[src/rtl/jk_counter_ctrl.sv]
// Sequencing controller for a bank of JK flip-flops acting as an up/down counter.
// Optional sticky wrap flag enabled by defining JK_CNT_OVF_EN.
module jk_counter_ctrl #(
    parameter int WIDTH = 4
) (
    input  logic             clk_i,
    input  logic             rst_n_i,
    input  logic             ld_i,
    input  logic [WIDTH-1:0] d_i,
    input  logic             start_i,
    input  logic             up_dn_i,
    input  logic             pause_i,
    input  logic             abort_i,
    input  logic [WIDTH-1:0] term_i,
    output logic [WIDTH-1:0] j_vec_o,
    output logic [WIDTH-1:0] k_vec_o,
    output logic [WIDTH-1:0] q_o,
    output logic             busy_o,
    output logic             done_o,
    output logic             ovf_o
);

    typedef enum logic [1:0] {
        S_IDLE   = 2'd0,
        S_RUN    = 2'd1,
        S_FINISH = 2'd2
    } state_t;

    state_t           state_q, state_d;
    logic [WIDTH-1:0] q_q, q_d;
    logic [WIDTH-1:0] j_d, k_d;
    logic [WIDTH-1:0] tog_up, tog_dn;

    // Carry/borrow chain: a bit toggles when every lower bit is 1 (up) or 0 (down).
    generate
        for (genvar gi = 0; gi < WIDTH; gi++) begin : g_tog
            if (gi == 0) begin : g_lsb
                assign tog_up[gi] = 1'b1;
                assign tog_dn[gi] = 1'b1;
            end else begin : g_upper
                assign tog_up[gi] = &q_q[gi-1:0];
                assign tog_dn[gi] = ~|q_q[gi-1:0];
            end
        end
    endgenerate

    always_comb begin
        state_d = state_q;
        j_d     = '0;
        k_d     = '0;
        unique case (state_q)
            S_IDLE: begin
                if (ld_i) begin
                    j_d = d_i;
                    k_d = ~d_i;
                end
                if (start_i) state_d = S_RUN;
            end
            S_RUN: begin
                if (abort_i) begin
                    state_d = S_IDLE;
                end else if (pause_i) begin
                    state_d = S_RUN;
                end else if (q_q == term_i) begin
                    state_d = S_FINISH;
                end else begin
                    j_d = up_dn_i ? tog_up : tog_dn;
                    k_d = up_dn_i ? tog_up : tog_dn;
                end
            end
            S_FINISH: state_d = S_IDLE;
            default:  state_d = S_IDLE;
        endcase
    end

    // Standard JK bank update: 00 hold, 01 reset, 10 set, 11 toggle.
    assign q_d = (j_d & ~q_q) | (~k_d & q_q);

    always_ff @(posedge clk_i or negedge rst_n_i) begin
        if (!rst_n_i) begin
            state_q <= S_IDLE;
            q_q     <= '0;
        end else begin
            state_q <= state_d;
            q_q     <= q_d;
        end
    end

    // Commands are forced quiet while reset is held, even if LD is high.
    assign j_vec_o = {WIDTH{rst_n_i}} & j_d;
    assign k_vec_o = {WIDTH{rst_n_i}} & k_d;
    assign q_o     = q_q;
    assign busy_o  = (state_q == S_RUN);
    assign done_o  = (state_q == S_FINISH);

`ifdef JK_CNT_OVF_EN
    logic ovf_q;
    logic wrap;

    // Bit 0 toggling is only possible on a counting cycle.
    assign wrap = j_d[0] & k_d[0] & (up_dn_i ? (&q_q) : (~|q_q));

    always_ff @(posedge clk_i or negedge rst_n_i) begin
        if (!rst_n_i) begin
            ovf_q <= 1'b0;
        end else if ((state_q == S_IDLE) && start_i) begin
            ovf_q <= 1'b0;
        end else if (wrap) begin
            ovf_q <= 1'b1;
        end
    end

    assign ovf_o = ovf_q;
`else
    assign ovf_o = 1'b0;
`endif

endmodule

[config.mk]
export PLATFORM = sky130hd
export DESIGN_NAME = jk_counter_ctrl
export DESIGN_NICKNAME = d
export VERILOG_FILES = /design/src/rtl/jk_counter_ctrl.sv
export SDC_FILE = /design/constraint.sdc
export NUM_CORES = 1
export LEC_CHECK = 0
export ABC_AREA = 1
export CORE_MARGIN = 2
export CORE_UTILIZATION = 24
export CTS_CLUSTER_DIAMETER = 80
export DETAILED_ROUTE_END_ITERATION = 12
export PLACE_DENSITY = 0.5
export SETUP_SLACK_MARGIN = 0.5
export SYNTH_ARGS = -nofsm -noshare
export SYNTH_HDL_FRONTEND = slang
export SYNTH_SLANG_ARGS = --single-unit
[constraint.sdc]
create_clock -name clk_i -period 1.7 [get_ports clk_i]
set_input_delay 0.425 -clock clk_i [delete_from_list [all_inputs] [get_ports clk_i]]
set_output_delay 0.425 -clock clk_i [all_outputs]
set_load 0.005 [all_outputs]
==> metrics.md <==
| Metric | Value |
|---|---|
| Ys async rst share | 100% |
| Post-DP HPWL | between 1 and 1.5 mm |
| Chip height | 51.7 um |
| Outcome | finished, violations left |
| Yosys top cell area share | a little over a quarter |
| Total CTS buffers | 3 |
| Final nets | around 170 |
| Number of global-route vias before repair | a little under 800 |
| TritonCTS clock tree | built |
| Final setup margin | -265 ps |
| Crit Path Max Fanout | 5 |
| Total iterations of the first detailed-routing run | 4 |
| Final setup fails | 9 |
| Pin count of the biggest net entering global routing | 9 |
| Commonest cells in the netlist | nand2_1, inv_1, a21oi_1 |
| Clock Pin Slew Worst Setup and Hold Paths | 60 ps |
| CP arrival | between 1500 and 2000 ps |
| VDD IR-drop max | about 0.7 mV |
| Kind of end point of the critical path | output port |
| Number of fill cells in the layout | 221 |
| Worst EP required | around 1300 ps |
| Via count | 820 |
| RD Place Congestion | between 0.7 and 0.8 |
| Syn Std Cell Area | roughly 550 um^2 |
| Final worst path period share | 116% |
| P&R area growth vs syn | 134% |
| Most common cell in the netlist | nand2_1 |
| Total power | between 1.5 and 2 mW |
| Fin crit period | between 1500 and 2000 ps |
| H-tree depth | 1 |
| Overflow after GRT | 0 |
| Die area | 2680 um^2 |
| Area after DPL | between 1000 and 1500 um^2 |
| Register Area | ~150 um^2 |
| CTS Sinks | 6 |
| Post-Route WL | around 2.1 mm |
| Worst-case clock buffer depth | 2 |
| Row count | 17 |
| DRC errors left | 0 |
| Mapped Cells | 92 |
| Ranking of synthesized cells by area | dfrtp_1, nand2_1, inv_1 |
| Clock Skew | roughly 5.1 ps |
| Port bufs | 28 |
| Finished Cell Area | roughly 1300 um^2 |
| Avg Inst Size Synth | 5.94 um^2 |
| Number of diodes | 0 |
| Number of synthesized flops with an enable pin | 0 |
| Ys Warns | 0 |
| Max-Cap Viols | 0 |
| RSZ-0062 raised after global routing | yes |
| Initial antenna violation count | 0 |
| Final Hold Viols | 0 |
| Die Span X | 51.7 um |
| Clock Tree Root | clkbuf_4 |
| First-pass GRT wire length | around 3.4 mm |
| Post-synthesis sequential area ratio | ~27% |
| Pre-CTS setup slack | -840 ps |
| Syn Nets | approximately 110 |
| Hold crit path type | in2async |
| Initial core utilization | roughly a quarter |
| Top_reg_cell synth | dfrtp_1 |
| Leak pwr | between 0.6 and 0.7 nW |
| First DRT Iteration DRCs | 2 |
| Skew-Pair Late Insertion Delay | around 270 ps |
| Peak Freq | between 0.5 and 0.6 GHz |
| Core area | around 2200 um^2 |
| Hold-fix buffers, CTS | 0 |
| Avg WL per Cell | between 10 and 15 um |
| Kind of critical path | in2out |
| Yosys top cell by area | dfrtp_1 |
| Netlist cell types | 18 |
| Detailed-route vias per instance | around 4.4 |
| Share of post-route cells with drive strength above 1 | ~56% |
| Multi-input gate area | 443 um^2 |
| Failing checks | negative setup slack |
| I/O pins | 30 |
| GRT Total Usage | 17.6% |
| Pwr dens | about 1400 nW/um^2 |
| Pins Over Slew Limit | 0 |
| Startpoint Class | primary input |
| #FFs+latches synth | 6 |
| Routed Antenna Nets | 0 |
placed cells by master, fill, tap and decap left out:
master / count
nor3_4: 1
nand3_1: 5
or2_4: 4
nor2_1: 2
nor2_2: 3
xnor2_1: 1
nand3b_1: 1
buf_2: 9
inv_2: 6
dfrtp_2: 2
nand2_4: 2
nand2_2: 6
nand3_4: 3
dlygate4sd2_1: 7
buf_6: 23
buf_4: 15
clkbuf_1: 1
buf_12: 1
clkbuf_4: 3
inv_1: 9
a21oi_2: 10
conb_1: 1
nor3_1: 1
a31oi_1: 1
dfrtp_1: 4
nand2_1: 29
clkdlybuf4s50_1: 7
metal layers:
metal  global-route usage [%]  up-vias  wire length, um
li1                         -      421                -
met1                     19.9      375              823
met2                     30.1       19             1180
met3                     6.32        5               88
met4                     6.58        0               34
met5                        0        -                0
where the power goes:
part / internal (mW) / total [mW] / leakage [nW] / switching [mW]
Clock: 0.0908 / 0.170 / 0.0150 / 0.0797
Combinational: 0.776 / 1.29 / 0.588 / 0.512
Sequential: 0.212 / 0.305 / 0.0720 / 0.0936
cell families (layout without fill, tap and decap cells):
family                 count (synthesis)  in the layout  share of synthesized area [%]
AND/OR/NAND/NOR                       57             57                           48.3
XOR/XNOR                               1              1                           1.60
flip-flops                             6              6                           27.5
buffers and inverters                 16             81                           11.7
AO/OA/AOI/OAI                         11             11                           10.3
other                                  1              1                          0.686
critical path: stages:
cell and delay, ps:
clkdlybuf4s50_1 470, nand2_2 110, or2_4 260, a21oi_2 140, buf_2 130
state kept, by name (all words and copies together) (netlist names):
signal / flops
q_o: 4
state_q: 2
final timing paths:
kind,from,end,slack (ps),cells past startpoint
worst max-delay path,ld_i,k_vec_o[2],-260,5
worst min-delay path,rst_n_i,q_o[2],460,2
worst max register to register,q_o[2],q_o[2],310,10
worst min register to register,state_q[1],state_q[0],620,2
max in group asynchronous,rst_n_i,q_o[0],1100,2
min in group clk_i,state_q[1],state_q[0],620,2
per-stage QoR:
stage | instances | hold WS (ps) | TNS [ps] | utilization [%]
after floorplan | 92 | 129 | 0 | -
after global placement | 165 | 582 | -6560 | 46.6
after detailed placement | 165 | 604 | -6840 | 46.6
after CTS | 182 | 458 | -1980 | 56.1
after global routing | 185 | 463 | -2840 | 58.5
final | 185 | 456 | -1870 | 58.5
cell type report:
cell class                      instances  share of cell area, %
Clock buffer                            4                   2.05
Inverter                               15                   4.39
Multi-Input combinational cell         70                   34.6
Sequential cell                         6                   11.9
Tap cell                               28                   2.73
Timing Repair Buffer                   62                   44.3
what timing repair did:
item,CTS,global route
setup endpoints to repair,20,20
pin swaps,12,3
resized for setup,101,11
cloned,0,0
setup buffers,13,3
Power figures use the tool's default switching activity.
